==> config.mk <==
export PLATFORM = sky130hd
export DESIGN_NAME = poly_sound_generator
export DESIGN_NICKNAME = d
export VERILOG_FILES = /design/src/rtl/poly_sound_generator.sv
export SDC_FILE = /design/constraint.sdc
export NUM_CORES = 1
export LEC_CHECK = 0
export BUFFER_PORTS_ARGS = -buffer_cell sky130_fd_sc_hd__clkbuf_2
export CAP_MARGIN = 20
export CORE_MARGIN = 5
export CORE_UTILIZATION = 28
export CTS_CLUSTER_DIAMETER = 60
export CTS_CLUSTER_SIZE = 10
export DETAILED_ROUTE_END_ITERATION = 6
export GPL_TIMING_DRIVEN = 0
export RECOVER_POWER = 100
export SLEW_MARGIN = 20
export SYNTH_ARGS = -nofsm -noshare
export SYNTH_HDL_FRONTEND = slang
export SYNTH_SLANG_ARGS = --single-unit
==> constraint.sdc <==
create_clock -name clk -period 5.7 [get_ports clk]
set_input_delay 1.14 -clock clk [delete_from_list [all_inputs] [get_ports clk]]
set_output_delay 1.14 -clock clk [all_outputs]
set_load 0.005 [all_outputs]
==> src/rtl/poly_sound_generator.sv <==
// Multi-voice square-wave synthesiser with a triangle LFO, an LFSR noise source
// and a first-order sigma-delta modulator that drives a 1-bit audio pin.
module poly_sound_generator #(
    parameter int NUM_VOICES = 4,
    parameter int FREQ_WIDTH = 12,
    parameter int VOL_WIDTH  = 4,
    parameter int LFO_WIDTH  = 12
) (
    input  logic                            clk,
    input  logic                            reset,
    input  logic                            cfg_we,
    input  logic [2:0]                      cfg_addr,
    input  logic [FREQ_WIDTH+VOL_WIDTH:0]   cfg_data,
    input  logic [LFO_WIDTH-1:0]            lfo_freq,
    input  logic [2:0]                      lfo_shift,
    input  logic [FREQ_WIDTH-1:0]           noise_freq,
    input  logic [VOL_WIDTH-1:0]            noise_vol,
    output logic [NUM_VOICES-1:0]           voice_active,
    output logic                            signal_out
);

    localparam int SUM_W = VOL_WIDTH + $clog2(NUM_VOICES + 1);
    localparam int EXT_W = ((FREQ_WIDTH > 8) ? FREQ_WIDTH : 8) + 1;
    localparam logic [EXT_W-1:0] PMAX = EXT_W'({FREQ_WIDTH{1'b1}});
    localparam logic [15:0] LFSR_TAPS = 16'hB400;

    // Modulated reload value, clamped to the largest representable half-period.
    function automatic logic [FREQ_WIDTH-1:0] sat_eff(
        input logic [FREQ_WIDTH-1:0] per,
        input logic                  mod_en,
        input logic [7:0]            tri_v,
        input logic [2:0]            sh
    );
        logic [EXT_W-1:0] s;
        s = EXT_W'(per) + (mod_en ? EXT_W'(tri_v >> sh) : '0);
        if (s > PMAX) return '1;
        return s[FREQ_WIDTH-1:0];
    endfunction

    logic [FREQ_WIDTH-1:0] cfg_period;
    logic [VOL_WIDTH-1:0]  cfg_vol;
    logic                  cfg_mod;

    assign cfg_period = cfg_data[FREQ_WIDTH-1:0];
    assign cfg_vol    = cfg_data[FREQ_WIDTH +: VOL_WIDTH];
    assign cfg_mod    = cfg_data[FREQ_WIDTH+VOL_WIDTH];

    logic [FREQ_WIDTH-1:0] period_q [NUM_VOICES];
    logic [FREQ_WIDTH-1:0] period_d [NUM_VOICES];
    logic [FREQ_WIDTH-1:0] cnt_q    [NUM_VOICES];
    logic [FREQ_WIDTH-1:0] cnt_d    [NUM_VOICES];
    logic [VOL_WIDTH-1:0]  vol_q    [NUM_VOICES];
    logic [VOL_WIDTH-1:0]  vol_d    [NUM_VOICES];
    logic [NUM_VOICES-1:0] mod_q, mod_d, sq_q, sq_d;

    logic [LFO_WIDTH-1:0]  lfo_cnt_q, lfo_cnt_d;
    logic [7:0]            tri_q, tri_d;
    logic                  dir_up_q, dir_up_d;

    logic [FREQ_WIDTH-1:0] noise_cnt_q, noise_cnt_d;
    logic [15:0]           lfsr_q, lfsr_d;

    logic [SUM_W-1:0]      sum_q, sum_d;
    logic [SUM_W-1:0]      acc_q, acc_d;
    logic [SUM_W:0]        sd_total;
    logic                  out_q;

    // A write landing on a reload cycle is seen by that reload; otherwise the
    // running half-period finishes on the old value.
    always_comb begin
        for (int i = 0; i < NUM_VOICES; i++) begin
            period_d[i] = period_q[i];
            vol_d[i]    = vol_q[i];
            mod_d[i]    = mod_q[i];
            cnt_d[i]    = cnt_q[i];
            sq_d[i]     = sq_q[i];
            if (cfg_we && (cfg_addr == 3'(i))) begin
                period_d[i] = cfg_period;
                vol_d[i]    = cfg_vol;
                mod_d[i]    = cfg_mod;
            end
            if (period_d[i] == '0) begin
                cnt_d[i] = '0;
                sq_d[i]  = 1'b0;
            end else if (cnt_q[i] == '0) begin
                cnt_d[i] = sat_eff(period_d[i], mod_q[i], tri_q, lfo_shift);
                sq_d[i]  = ~sq_q[i];
            end else begin
                cnt_d[i] = cnt_q[i] - FREQ_WIDTH'(1);
            end
        end
    end

    always_comb begin
        lfo_cnt_d = lfo_cnt_q;
        tri_d     = tri_q;
        dir_up_d  = dir_up_q;
        if (lfo_freq != '0) begin
            if (lfo_cnt_q == '0) begin
                lfo_cnt_d = lfo_freq;
                if (dir_up_q) begin
                    if (tri_q == 8'hFF) begin
                        tri_d    = 8'hFE;
                        dir_up_d = 1'b0;
                    end else begin
                        tri_d = tri_q + 8'd1;
                    end
                end else begin
                    if (tri_q == 8'h00) begin
                        tri_d    = 8'h01;
                        dir_up_d = 1'b1;
                    end else begin
                        tri_d = tri_q - 8'd1;
                    end
                end
            end else begin
                lfo_cnt_d = lfo_cnt_q - LFO_WIDTH'(1);
            end
        end
    end

    always_comb begin
        noise_cnt_d = noise_cnt_q;
        lfsr_d      = lfsr_q;
        if (noise_freq != '0) begin
            if (noise_cnt_q == '0) begin
                noise_cnt_d = noise_freq;
                lfsr_d      = (lfsr_q >> 1) ^ (lfsr_q[0] ? LFSR_TAPS : 16'h0000);
            end else begin
                noise_cnt_d = noise_cnt_q - FREQ_WIDTH'(1);
            end
        end
    end

    always_comb begin
        sum_d = '0;
        for (int i = 0; i < NUM_VOICES; i++) begin
            if (sq_q[i]) sum_d = sum_d + SUM_W'(vol_q[i]);
        end
        if (lfsr_q[0]) sum_d = sum_d + SUM_W'(noise_vol);
    end

    // The accumulator carry is the output bit; its density equals sum_q / 2^SUM_W.
    assign sd_total = {1'b0, acc_q} + {1'b0, sum_q};
    assign acc_d    = sd_total[SUM_W-1:0];

    always_ff @(posedge clk or negedge reset) begin
        if (!reset) begin
            for (int i = 0; i < NUM_VOICES; i++) begin
                period_q[i] <= '0;
                cnt_q[i]    <= '0;
                vol_q[i]    <= '0;
            end
            mod_q       <= '0;
            sq_q        <= '0;
            lfo_cnt_q   <= '0;
            tri_q       <= '0;
            dir_up_q    <= 1'b1;
            noise_cnt_q <= '0;
            lfsr_q      <= 16'h0001;
            sum_q       <= '0;
            acc_q       <= '0;
            out_q       <= 1'b0;
        end else begin
            for (int i = 0; i < NUM_VOICES; i++) begin
                period_q[i] <= period_d[i];
                cnt_q[i]    <= cnt_d[i];
                vol_q[i]    <= vol_d[i];
            end
            mod_q       <= mod_d;
            sq_q        <= sq_d;
            lfo_cnt_q   <= lfo_cnt_d;
            tri_q       <= tri_d;
            dir_up_q    <= dir_up_d;
            noise_cnt_q <= noise_cnt_d;
            lfsr_q      <= lfsr_d;
            sum_q       <= sum_d;
            acc_q       <= acc_d;
            out_q       <= sd_total[SUM_W];
        end
    end

    always_comb begin
        voice_active = '0;
        for (int i = 0; i < NUM_VOICES; i++) begin
            voice_active[i] = (period_q[i] != '0);
        end
    end

    assign signal_out = out_q;

endmodule

==> metrics <==
Max FO, Critical Path=10; Initial Util=28.1%; core footprint=0.0428 sq mm; r2r setup slk=0.83 ns; internal power=3.42 mW; switching pwr=2.07 mW; slowest stage delay, CP=1.01 ns; number of synthesized flops with an enable pin=0; Top-Level Pins=59; r2r worst-path depth=22; Seq pwr share=38.4%; max_cap viols=3; clock root buffer=clkbuf_16; violations in the final reports=max-capacitance violations, max-slew violations; post-synthesis net count=1,395; switching share of power=37.7%; worst skew pair latency=0.45 ns; CP startpoint=cfg_addr[2]; fin. max-slew vios=189; fin area=0.0135 sq mm; Hold Crit Class=register to register; vias in the first global route=9,719; Cells after Synth=1,263; number of buffers created by CTS=17; number of fill cells=4,455; Min Hold Slack=0.480 ns; first-pass GRT wire length=48,400 um; register bit count reported by yosys=184; CP required=6.04 ns; Leak=5.79 nW; Detail Route Antenna Nets=0; Startpoint Class=primary input; post_cts resized=0; DP Wirelength=22,000 um; worst hold path cell count=1; hold path startpoint=acc_q[0]$_DFF_PN0_; CP Capture Point=cnt_q[42]$_DFF_PN0_; Die Area=0.0472 sq mm; RePlAce Congestion=0.838; Seq/Total Area, Yosys=38.3%; Longest Clk Path Bufs=2; final setup TNS=0 ns; clock sinks=184; gr ovfl total=0; Die Y=217 um; PD cells=405 mW/mm^2; via count=9,687; Routed WL=29,100 um; Synthesis Warnings=0; # setup viols final=0; Remaining DRCs=0; CTS tree=built; htree depth=4; CP most frequent cell=clkbuf_1; WL/cell=15.3 um; Detailed Route Iter0 Violations=591; Post-DP Area=0.0131 sq mm; r2r endpoint=sum_q[5]$_DFF_PN0_; clock power share=21.8%; Global Route Usage Sum=12.5%; crit end category=register; horizontal die dimension=217 um; maximum number of pins on one net before global-route repair=78; worst r2r src=sq_q[0]$_DFFE_PN0P_; cts hold-fix bufs=0; post-route minimum period=5.16 ns; Worst path top cell family by delay=buffers and inverters; clk slew on worst S/H paths=0.07 ns; status=finished with violations; WP depth=14; Port Buffers=57; crit path buf inv count=5; relative slew slack=-30.2%; Tcrit/Tclk final=90.5%; Slew @ Worst Pin=1.95 ns; logic gate share of total power=39.9%; CP Cell Sequence=clkbuf_1, nor4b_1, buf_2, clkbuf_1, mux2_1, ha_1, inv_1, fa_1, nand2b_1, a21oi_1, o21ai_1, o21a_1, clkbuf_1, a221oi_1; Final Hold Violating Endpoints=0; PnR worst setup slack=0.542 ns; share of layout cells above drive strength 1=10.3%; initial antenna violation count=4; unrepaired setup endpoints after global routing=no; Area Overhead vs Synth=12.4%; Detailed Routing Iterations Pass 1=5; Max Clk Rate=194 MHz; slowest CP cell=nor4b_1; worst vdd ir=0.187 mV; dpl ws=0.499 ns; nets@finish=1,473; ys async rst share=100%; cell row count=76; Most used DFF post-synth=dfrtp_1; synthesized area=0.0120 sq mm; Via-to-Cell Ratio=5.10; clk_skew=0.00980 ns; overall power=5.48 mW; Setup Crit Path Kind=primary input to register; post-CTS repair timing setup buffer count=0; Critical Path AT=5.50 ns; Yosys cell types=84; Avg Cell Area, Syn=9.53 sq um
[cells by family after synthesis]
kind of cell	count (synthesis)	share of synthesized area [%]
XOR/XNOR	79	5.75
adder cells (fa/ha/maj)	79	8.75
buffers and inverters	103	3.37
AO/OA/AOI/OAI	301	16.0
flip-flops	184	38.3
multiplexers	111	10.2
AND/OR/NAND/NOR	406	17.6
[layer usage]
metal | global-route usage (%) | up-vias | wire (um)
li1 | - | 4725 | -
met2 | 19.8 | 190 | 13100
met3 | 3.19 | 33 | 1560
met1 | 16.8 | 4733 | 13900
met5 | 0.833 | - | 44
met4 | 3.64 | 6 | 472
[cell type report]
cell class,instances,area (sq um),area share (%)
inverter,61,229,1.69
antenna,1,2.50,0.0185
clock buffer,21,450,3.33
tap,546,683,5.05
timing repair buffer,59,282,2.08
multi-input combinational,976,6990,51.7
sequential,184,4610,34.1
buffer,42,160,1.18
clock inverter,11,124,0.916
[synth_stat cells (4+ instances only)]
cell	instances	area (sq um)
o31a_1	4	35.0
or4_1	8	60.1
mux2_2	80	901
clkbuf_1	31	116
nor2_1	80	300
a21o_1	18	135
and3_1	7	43.8
a21oi_1	94	470
nor4_1	27	169
o21ai_0	50	250
a31oi_1	9	56.3
nor2b_1	27	169
fa_1	9	180
o31ai_1	4	30.0
o21bai_1	5	37.5
a22o_1	4	35.0
or2_2	7	43.8
ha_1	69	863
o21ai_1	19	95.1
a221oi_1	23	201
xnor2_1	44	385
nand2_1	96	360
o21a_1	18	135
nand2b_1	19	119
buf_2	6	30.0
dfrtp_1	182	4550
a2111oi_0	4	35.0
and2_1	21	131
nand3_1	35	175
inv_1	60	225
o211ai_1	12	90.1
mux2i_1	27	270
or3_1	13	81.3
nand4_1	4	25.0
nor3_1	33	165
xor2_1	35	307
nand3b_1	5	37.5
a211oi_1	10	75.1
o22ai_1	4	25.0
[power groups by stage]
stage / registers, mW / logic (mW) / clock network (mW)
6_report: 2.10 / 2.19 / 1.19
5_1_grt: 2.17 / 2.50 / 1.27
4_1_cts: 2.10 / 2.24 / 1.23
3_5_place_dp: 2.12 / 2.22 / 0
3_3_place_gp: 2.11 / 2.14 / 0
2_1_floorplan: 2.03 / 1.77 / 0
[worst min-delay path by stage]
| stage | end | slack [ns] |
|---|---|---|
| global route | acc_q[0]$_DFF_PN0_ | 0.49 |
| detailed placement | acc_q[0]$_DFF_PN0_ | 0.47 |
| global placement | acc_q[0]$_DFF_PN0_ | 0.45 |
| finish | acc_q[0]$_DFF_PN0_ | 0.48 |
| CTS | acc_q[0]$_DFF_PN0_ | 0.48 |
| floorplan | lfsr_q[12]$_DFFE_PN0P_ | 0.44 |
[stage by stage]
| step | std cells | utilization (%) |
|---|---|---|
| floorplan | 1263 | - |
| global placement | 1866 | 30.4 |
| detailed placement | 1868 | 30.6 |
| CTS | 1900 | 31.9 |
| global route | 1901 | 31.6 |
| finish | 1901 | 31.6 |
[flip-flops by register name (all words and copies together) (netlist names)]
register     cells
cnt_q           48
period_q        48
lfsr_q          16
vol_q           16
lfo_cnt_q       12
noise_cnt_q     12
tri_q            8
acc_q            7
sum_q            7
mod_q            4
sq_q             4
dir_up_q         1
signal_out       1
[layout by cell type, fill, tap and decap left out, drive strengths merged, types with 5 or more instances in the layout]
cell / count
dfrtp: 182
clkbuf: 120
nand2: 97
a21oi: 94
mux2: 82
nor2: 81
ha: 69
o21ai: 69
inv: 63
xnor2: 44
xor2: 35
nand3: 35
nor3: 33
mux2i: 28
nor4: 28
nor2b: 27
a221oi: 23
and2: 21
nand2b: 19
a21o: 18
o21a: 18
or3: 13
o211ai: 12
a211oi: 10
a31oi: 9
or4: 9
fa: 9
or2: 9
and3: 7
nand3b: 5
a2111oi: 5
o21bai: 5
Note: power is estimated with default switching activity, not from simulation.
